===== src/rtl/alu_arbiter.sv =====
// -----------------------------------------------------------------------------
// alu_arbiter
//
// Shares one external, purely combinational ALU between two requesters.
// A three-state controller (IDLE -> EXEC -> RESP -> IDLE) grants one
// requester at a time with round-robin fairness. It latches that requester's
// operands and opcode, and drives them to the ALU from registers. It captures
// the ALU result and flags one cycle later, then strobes a one-cycle response
// back to the granted requester. This block does no arithmetic of its own, and
// it passes opcodes through unchecked.
//
// Timing of one operation (transfer at edge 0):
//   cycle before edge 0 : IDLE, req_ready[g] high combinationally
//   edge 0              : operands captured, state -> EXEC
//   edge 1              : alu_out / flags captured, state -> RESP
//   cycle after edge 1  : rsp_valid[g] high for exactly one cycle
//   edge 2              : state -> IDLE (one idle cycle before the next grant)
// Sustained throughput is therefore one operation every three cycles.
//
// Parameters
//   DATA_W     operand / result width
//
// Ports
//   clk        input   1         sole clock, rising edge
//   n_rst      input   1         synchronous, active-low reset
//   req_valid  input   2         request valid, bit i = requester i
//   req_a      input   2*DATA_W  port_A operands, requester i at [i*DATA_W +: DATA_W]
//   req_b      input   2*DATA_W  port_B operands, same packing
//   req_op     input   8         4-bit opcodes, requester i at [i*4 +: 4]
//   req_ready  output  2         accept strobe, at most one bit high, IDLE only
//   alu_a      output  DATA_W    ALU port_A (held from captured register)
//   alu_b      output  DATA_W    ALU port_B (held from captured register)
//   alu_op     output  4         ALU opcode (held from captured register)
//   alu_out    input   DATA_W    ALU result
//   alu_neg    input   1         ALU negative flag
//   alu_zero   input   1         ALU zero flag
//   alu_ovf    input   1         ALU overflow flag
//   rsp_valid  output  2         one-hot response strobe to the granted requester
//   rsp_data   output  DATA_W    registered ALU result, held until next capture
//   rsp_flags  output  3         registered {neg, zero, ovf}, held likewise
//   busy       output  1         high whenever the controller is not in IDLE
// -----------------------------------------------------------------------------
module alu_arbiter #(
   parameter int DATA_W = 32
) (
   input  logic                  clk,
   input  logic                  n_rst,
   input  logic [1:0]            req_valid,
   input  logic [2*DATA_W-1:0]   req_a,
   input  logic [2*DATA_W-1:0]   req_b,
   input  logic [7:0]            req_op,
   output logic [1:0]            req_ready,
   output logic [DATA_W-1:0]     alu_a,
   output logic [DATA_W-1:0]     alu_b,
   output logic [3:0]            alu_op,
   input  logic [DATA_W-1:0]     alu_out,
   input  logic                  alu_neg,
   input  logic                  alu_zero,
   input  logic                  alu_ovf,
   output logic [1:0]            rsp_valid,
   output logic [DATA_W-1:0]     rsp_data,
   output logic [2:0]            rsp_flags,
   output logic                  busy
);

   typedef enum logic [1:0] {
      ST_IDLE = 2'd0,
      ST_EXEC = 2'd1,
      ST_RESP = 2'd2
   } state_t;

   // Round-robin choice between two requesters. With both requesting, the one
   // not granted last time wins; with a single requester, it wins outright.
   // When nobody requests, the result is unused because no grant is issued.
   function automatic logic rr_pick(input logic [1:0] valid, input logic last);
      logic pick;
      case (valid)
         2'b01:   pick = 1'b0;
         2'b10:   pick = 1'b1;
         default: pick = ~last;
      endcase
      return pick;
   endfunction

   function automatic logic [1:0] idx_to_onehot(input logic idx);
      return idx ? 2'b10 : 2'b01;
   endfunction

   // Registered state and next-state values
   state_t              state_q,     state_d;
   logic                last_q,      last_d;       // last granted requester
   logic                gnt_q,       gnt_d;        // requester owning the op
   logic [DATA_W-1:0]   a_q,         a_d;
   logic [DATA_W-1:0]   b_q,         b_d;
   logic [3:0]          op_q,        op_d;
   logic [1:0]          rsp_valid_q, rsp_valid_d;
   logic [DATA_W-1:0]   rsp_data_q,  rsp_data_d;
   logic [2:0]          rsp_flags_q, rsp_flags_d;
   logic                busy_q,      busy_d;

   // Combinational arbitration
   logic                win_idx;
   logic                xfer;

   always_comb begin
      win_idx = rr_pick(req_valid, last_q);
      // A transfer is only offered in IDLE. Gating it with n_rst keeps
      // req_ready low while reset is asserted, so no requester sees an accept
      // that the reset edge would discard.
      xfer      = (state_q == ST_IDLE) && (req_valid != 2'b00) && n_rst;
      req_ready = xfer ? idx_to_onehot(win_idx) : 2'b00;
   end

   // Next-state logic
   always_comb begin
      state_d     = state_q;
      last_d      = last_q;
      gnt_d       = gnt_q;
      a_d         = a_q;
      b_d         = b_q;
      op_d        = op_q;
      rsp_valid_d = 2'b00;            // response strobe lasts a single cycle
      rsp_data_d  = rsp_data_q;
      rsp_flags_d = rsp_flags_q;

      case (state_q)
         ST_IDLE: begin
            if (xfer) begin
               state_d = ST_EXEC;
               last_d  = win_idx;
               gnt_d   = win_idx;
               a_d     = win_idx ? req_a[2*DATA_W-1:DATA_W] : req_a[DATA_W-1:0];
               b_d     = win_idx ? req_b[2*DATA_W-1:DATA_W] : req_b[DATA_W-1:0];
               op_d    = win_idx ? req_op[7:4] : req_op[3:0];
            end
         end
         ST_EXEC: begin
            // The ALU has had a full cycle to settle on the held operands.
            rsp_data_d  = alu_out;
            rsp_flags_d = {alu_neg, alu_zero, alu_ovf};
            rsp_valid_d = idx_to_onehot(gnt_q);
            state_d     = ST_RESP;
         end
         ST_RESP: begin
            state_d = ST_IDLE;
         end
         default: begin
            state_d = ST_IDLE;
         end
      endcase

      busy_d = (state_d != ST_IDLE);
   end

   // State register. Reset clears every output-visible register. It also sets
   // the last-grant pointer to requester 1, so requester 0 wins the first
   // contention. An operation in flight is abandoned without a response.
   always_ff @(posedge clk) begin
      if (!n_rst) begin
         state_q     <= ST_IDLE;
         last_q      <= 1'b1;
         gnt_q       <= 1'b0;
         a_q         <= '0;
         b_q         <= '0;
         op_q        <= '0;
         rsp_valid_q <= 2'b00;
         rsp_data_q  <= '0;
         rsp_flags_q <= 3'b000;
         busy_q      <= 1'b0;
      end else begin
         state_q     <= state_d;
         last_q      <= last_d;
         gnt_q       <= gnt_d;
         a_q         <= a_d;
         b_q         <= b_d;
         op_q        <= op_d;
         rsp_valid_q <= rsp_valid_d;
         rsp_data_q  <= rsp_data_d;
         rsp_flags_q <= rsp_flags_d;
         busy_q      <= busy_d;
      end
   end

   assign alu_a     = a_q;
   assign alu_b     = b_q;
   assign alu_op    = op_q;
   assign rsp_valid = rsp_valid_q;
   assign rsp_data  = rsp_data_q;
   assign rsp_flags = rsp_flags_q;
   assign busy      = busy_q;

endmodule


===== config.mk =====
export PLATFORM = sky130hd
export DESIGN_NAME = alu_arbiter
export DESIGN_NICKNAME = d
export VERILOG_FILES = /design/src/rtl/alu_arbiter.sv
export SDC_FILE = /design/constraint.sdc
export NUM_CORES = 1
export LEC_CHECK = 0
export BUFFER_PORTS_ARGS = -buffer_cell sky130_fd_sc_hd__buf_4
export CAP_MARGIN = 20
export CORE_MARGIN = 3
export CORE_UTILIZATION = 43
export DETAILED_ROUTE_END_ITERATION = 16
export GPL_TIMING_DRIVEN = 0
export PLACE_DENSITY = 0.89
export SETUP_SLACK_MARGIN = 0.5
export SYNTH_ARGS = -nofsm -noshare
export SYNTH_HDL_FRONTEND = slang
export SYNTH_SLANG_ARGS = --single-unit
export TNS_END_PERCENT = 5

===== constraint.sdc =====
create_clock -name clk -period 2 [get_ports clk]
set_input_delay 0.2 -clock clk [delete_from_list [all_inputs] [get_ports clk]]
set_output_delay 0.2 -clock clk [all_outputs]
set_load 0.1 [all_outputs]

# Yosys cells after proc, flatten, opt, wreduce, memory -nomap -nowiden
# Cells that the tools add are included.
dict set report op_classes {
  n_eq_ne 3
  n_mux 9
  bitwise_logic 1
  n_reduce_logical 7
}
# cell n
set op_table {}
lappend op_table {{32-bit two-way mux} 2}
lappend op_table {{2-bit two-way mux} 4}
lappend op_table {{2-bit by 1-bit equality test with 1-bit output, second input constant} 2}
lappend op_table {{4-bit two-way mux} 1}
lappend op_table {{2-bit one-hot mux with 2 select lines} 1}
lappend op_table {{2-bit AND reduction} 2}
lappend op_table {{2-bit nonzero test} 2}
lappend op_table {{2-bit equality test, second input constant} 1}
lappend op_table {{1-bit logical AND} 2}
lappend op_table {{2-bit zero test} 1}
lappend op_table {{1-bit one-hot mux with 2 select lines} 1}
lappend op_table {{1-bit inverter} 1}
dict set report word_totals {
  register_bits 110
  input_bits 175
  out_inout_bits 108
  elab_cells 30
}

# Longest topological paths before layout
dict set report logic_depth {
  word_depth 6
  depth_mapped 7
  mapped_depth_nobuf 5
}

# Worst setup path after synthesis
# Ideal clock, no wire load.
dict set report synth_timing {
  kind {input -> output}
  startpoint {in req_valid[0]}
  endpoint {out req_ready[1]}
  arrival_time_ns 2.579
  t_required_ns 1.800
  setup_slack_ns -0.779
  stages 6
  n_path_buf 2
  cell_sequence {inv_1 -> ha_1 -> or2_2 -> buf_2 -> clkbuf_1 -> a21boi_1}
}
dict set report synth_between {
  elab_chain_len 4
  elab_cells_between_ends 8
  classes_between {2 x eq/ne; 3 x mux; 3 x reduce/logical}
}
# item line_no
set synth_rtl {}
lappend synth_rtl {{start, declared} 48} ;# input logic [1:0] req_valid,
lappend synth_rtl {{2-bit equality test, or another cell as far along} 77} ;# case (valid)
lappend synth_rtl {{1-bit one-hot mux with 2 select lines / 1-bit logical AND (equally long branches)} {77, 110}}
lappend synth_rtl {{2-bit two-way mux / 1-bit logical AND (equally long branches)} {86, 110}}
lappend synth_rtl {{2-bit two-way mux (*)} 111} ;# req_ready = xfer ? idx_to_onehot(win_idx) : 2'b00;
lappend synth_rtl {{end, declared} 52} ;# output logic [1:0] req_ready,
# Every way passes the cells marked *; elsewhere a longest branch is shown, timed or not.

# Worst setup path in the final report
dict set report layout_timing {
  startpoint {reg state_q[1]}
  endpoint {out req_ready[1]}
}
dict set report layout_between {
  elab_chain_len 4
}
# item line_no
set layout_rtl {}
lappend layout_rtl {{start, declared} 90} ;# state_t state_q, state_d;
lappend layout_rtl {{start signal, assigned} 171} ;# state_q <= state_d;
lappend layout_rtl {{2-bit zero test} 110} ;# xfer = (state_q == ST_IDLE) && (req_valid != 2'b00) && n_rst;
lappend layout_rtl {{1-bit logical AND (2 in series)} 110}
lappend layout_rtl {{2-bit two-way mux} 111}
# Every way passes these cells.

==> summary.md <==
| Metric | Value |
|---|---|
| Yosys top cell area share | `47.4%` |
| Max Slew Vio Count | `0` |
| Vias/cell | `5.49` |
| CP Data Required Time | `1.80 ns` |
| Status | `finished, final reports clean` |
| Detail Route Antenna Nets | `0` |
| Synthesis warning total | `0` |
| Final wirelength | `17,300 um` |
| Worst Path Arrival | `1.64 ns` |
| CTS tree | `done` |
| Core box area | `10,400 um2` |
| Max_slew headroom | `67.8%` |
| Setup Viol. Count Final | `0` |
| Leading area contributor after synthesis | `dfxtp_1` |
| Worst Clk Skew | `0.0173 ns` |
| Critical path buffers and inverters | `3` |
| Clock sinks | `110` |
| Leakage power | `3.30 nW` |
| PwrDens | `900 nW/um2` |
| Clk slew on worst S/H paths | `0.11 ns` |
| TritonCTS buffer count | `9` |
| Crit-path leading delay family | `buffers and inverters` |
| Root Driver | `clkbuf_8` |
| Via count | `5,558` |
| Routed wire per std cell | `17.1 um` |
| Yosys cell types | `25` |
| Max-cap viol count | `0` |
| Pin slew with the least headroom to its limit | `0.484 ns` |
| Syn_area_per_cell | `8.10 um2` |
| Die area | `12,100 um2` |
| Standard-cell rows | `37` |
| HPWL Detailed | `13,200 um` |
| Tmin final | `1.84 ns` |
| Final Instance Area | `7300 um2` |
| Vias in the first global route | `5,330` |
| Crit path cell chain | `nor4b_4 > buf_6 > buf_8 > a21boi_4 > buf_12` |
| DRC violations left | `0` |
| Largest net degree at the start of global routing | `19` |
| Worst IR Drop VDD | `0.599 mV` |
| Synth cell count leaders | `dfxtp_1, o21ai_0, nand2_1` |
| HP Start | `alu_out[24]` |
| Worst R2R Start | `state_q[1]` |
| Part of the Yosys area used for sequential elements | `47.4%` |
| Tot GR Track Use | `27.1%` |
| Post-synth ARST share | `0%` |
| Gp weighted congestion | `0.861` |
| Hold Crit Class | `in -> reg` |
| Syn Inst Count | `574` |
| Crit Path Category | `reg -> out` |
| Clock latency at the later pin of the worst-skew pair | `0.36 ns` |
| Worst Setup SP | `state_q[1]` |
| Synth area leaders | `dfxtp_1, o21ai_0, a31oi_1` |
| Period utilization | `92.2%` |
| Crit-path max cell delay | `0.37 ns` |
| Clk buf depth | `2` |
| N_diodes | `0` |
| Initial core utilization | `44.6%` |
| Area delta synth->final | `57.0%` |
| Final nets | `1,049` |
| I/O Buffers | `281` |
| Fmax | `0.542 GHz` |
| Post-synthesis cell area | `4650 um2` |
| Die Height | `110 um` |
| Slowest cell on crit path | `dfxtp_4` |
| Seq cells post-synth | `110` |
| EDFF count, synth | `0` |
| Placed cell area | `7000 um2` |
| Crit Path Max Fanout | `3` |
| Syn_nets | `751` |
| Unrepaired setup endpoints after global routing | `yes` |
| Die X-Extent | `110 um` |
| Top-count cell post-synth | `dfxtp_1` |
| Initial antenna violation count | `0` |
| Grt ovf | `0` |
| Htree depth | `3` |
| IO Pins | `283` |
| DR pass1 iterations | `6` |
| CP Launch Type | `register` |
| Share of cells above drive strength 1 | `39.9%` |
| Global-route wire length before repair | `25,900 um` |
| Critical Path Sink Type | `primary output` |
| Tot Pwr | `6.57 mW` |
| Initial drt markers | `365` |
| Main synth FF type | `dfxtp_1` |
| Fin. Hold Viols | `0` |
-- through the flow --
step	setup TNS [ns]	utilization (%)	setup WS (ns)	cells	hold slack, ns
floorplan	0	-	0.234	574	0.345
global placement	-0.0900	67.2	-0.0900	991	0.423
detailed placement	-0.0908	67.2	-0.0908	991	0.431
CTS	0	69.8	0.136	1011	0.0745
global route	0	70.1	0.0852	1013	0.0756
finish	0	70.1	0.156	1013	0.0875
-- power breakdown --
part	total [mW]	switching [mW]	internal [mW]
Combinational	2.71	1.98	0.736
Sequential	2.50	0.115	2.39
Clock	1.35	0.777	0.575
Total	6.57	2.87	3.70
-- registers in the layout (all words and copies together) (netlist names) --
name and count:
alu_op 4, rsp_flags 3, rsp_valid 2, busy 1
alu_b 32, gnt_q 1, last_q 1, state_q 2
rsp_data 32, alu_a 32
-- worst paths after layout --
check | end | slack (ns) | cells past startpoint
setup / recovery | req_ready[1] | 0.16 | 5
hold / removal | rsp_data[24] | 0.09 | 3
setup reg to reg | alu_op[3] | 0.43 | 5
hold reg to reg | rsp_valid[0] | 0.44 | 1
-- worst reg2reg max path, stage by stage, from the launching register on --
cell	delay [ns]
dfxtp_4	0.37
buf_4	0.14
nor3_2	0.25
clkbuf_1	0.40
o21ai_0	0.17
a31oi_1	0.19
-- cell type report --
type                            instances  area [um2]
Buffer                                 64         347
Clock buffer                           12         165
Clock inverter                          4        37.5
Fill cell                             879        3120
Inverter                                2        32.5
Multi-Input combinational cell        398        2160
Sequential cell                       110        2210
Tap cell                              136         170
Timing Repair Buffer                  287        2180
-- per-layer routing --
layer	GRT usage [%]	share of wire [%]
met4	11.7	3.8
met3	8.21	9.7
met1	30.3	37
met2	47.3	50
met5	0	0
-- logic make-up (layout without fill, tap and decap cells) --
kind of cell | after synthesis | in the layout | share of synthesized area (%)
flops | 110 | 110 | 47.3
fa+ha+maj | 2 | 2 | 0.538
buf+inv | 66 | 369 | 6.86
simple gates | 153 | 153 | 15.3
compound gates | 243 | 243 | 30.0
-- layout by cell type, fill, tap and decap left out, types with 2 or more instances in the layout --
cell / n
buf_4: 287
clkbuf_1: 28
clkbuf_2: 5
inv_12: 2
a21boi_0: 35
and3_1: 2
buf_6: 5
nor2b_1: 2
buf_2: 20
clkbuf_8: 12
buf_12: 2
nand2_1: 71
and2_1: 2
o21ai_1: 39
dfxtp_1: 108
clkinv_4: 2
nand3_1: 68
a31oi_1: 68
clkbuf_4: 2
o21ai_0: 99
buf_8: 2
nor2_1: 2
-- what timing repair did --
| item | 4_1_cts | 5_1_grt |
|---|---|---|
| pin swaps | 1 | 1 |
| hold endpoints to repair | 0 | 0 |
| endpoints found under the setup margin | 22 | 91 |
| buffers inserted | 4 | 2 |
| resized for setup | 11 | 12 |
| hold buffers | 0 | 0 |
No activity file was read; power rests on OpenSTA's default activity.
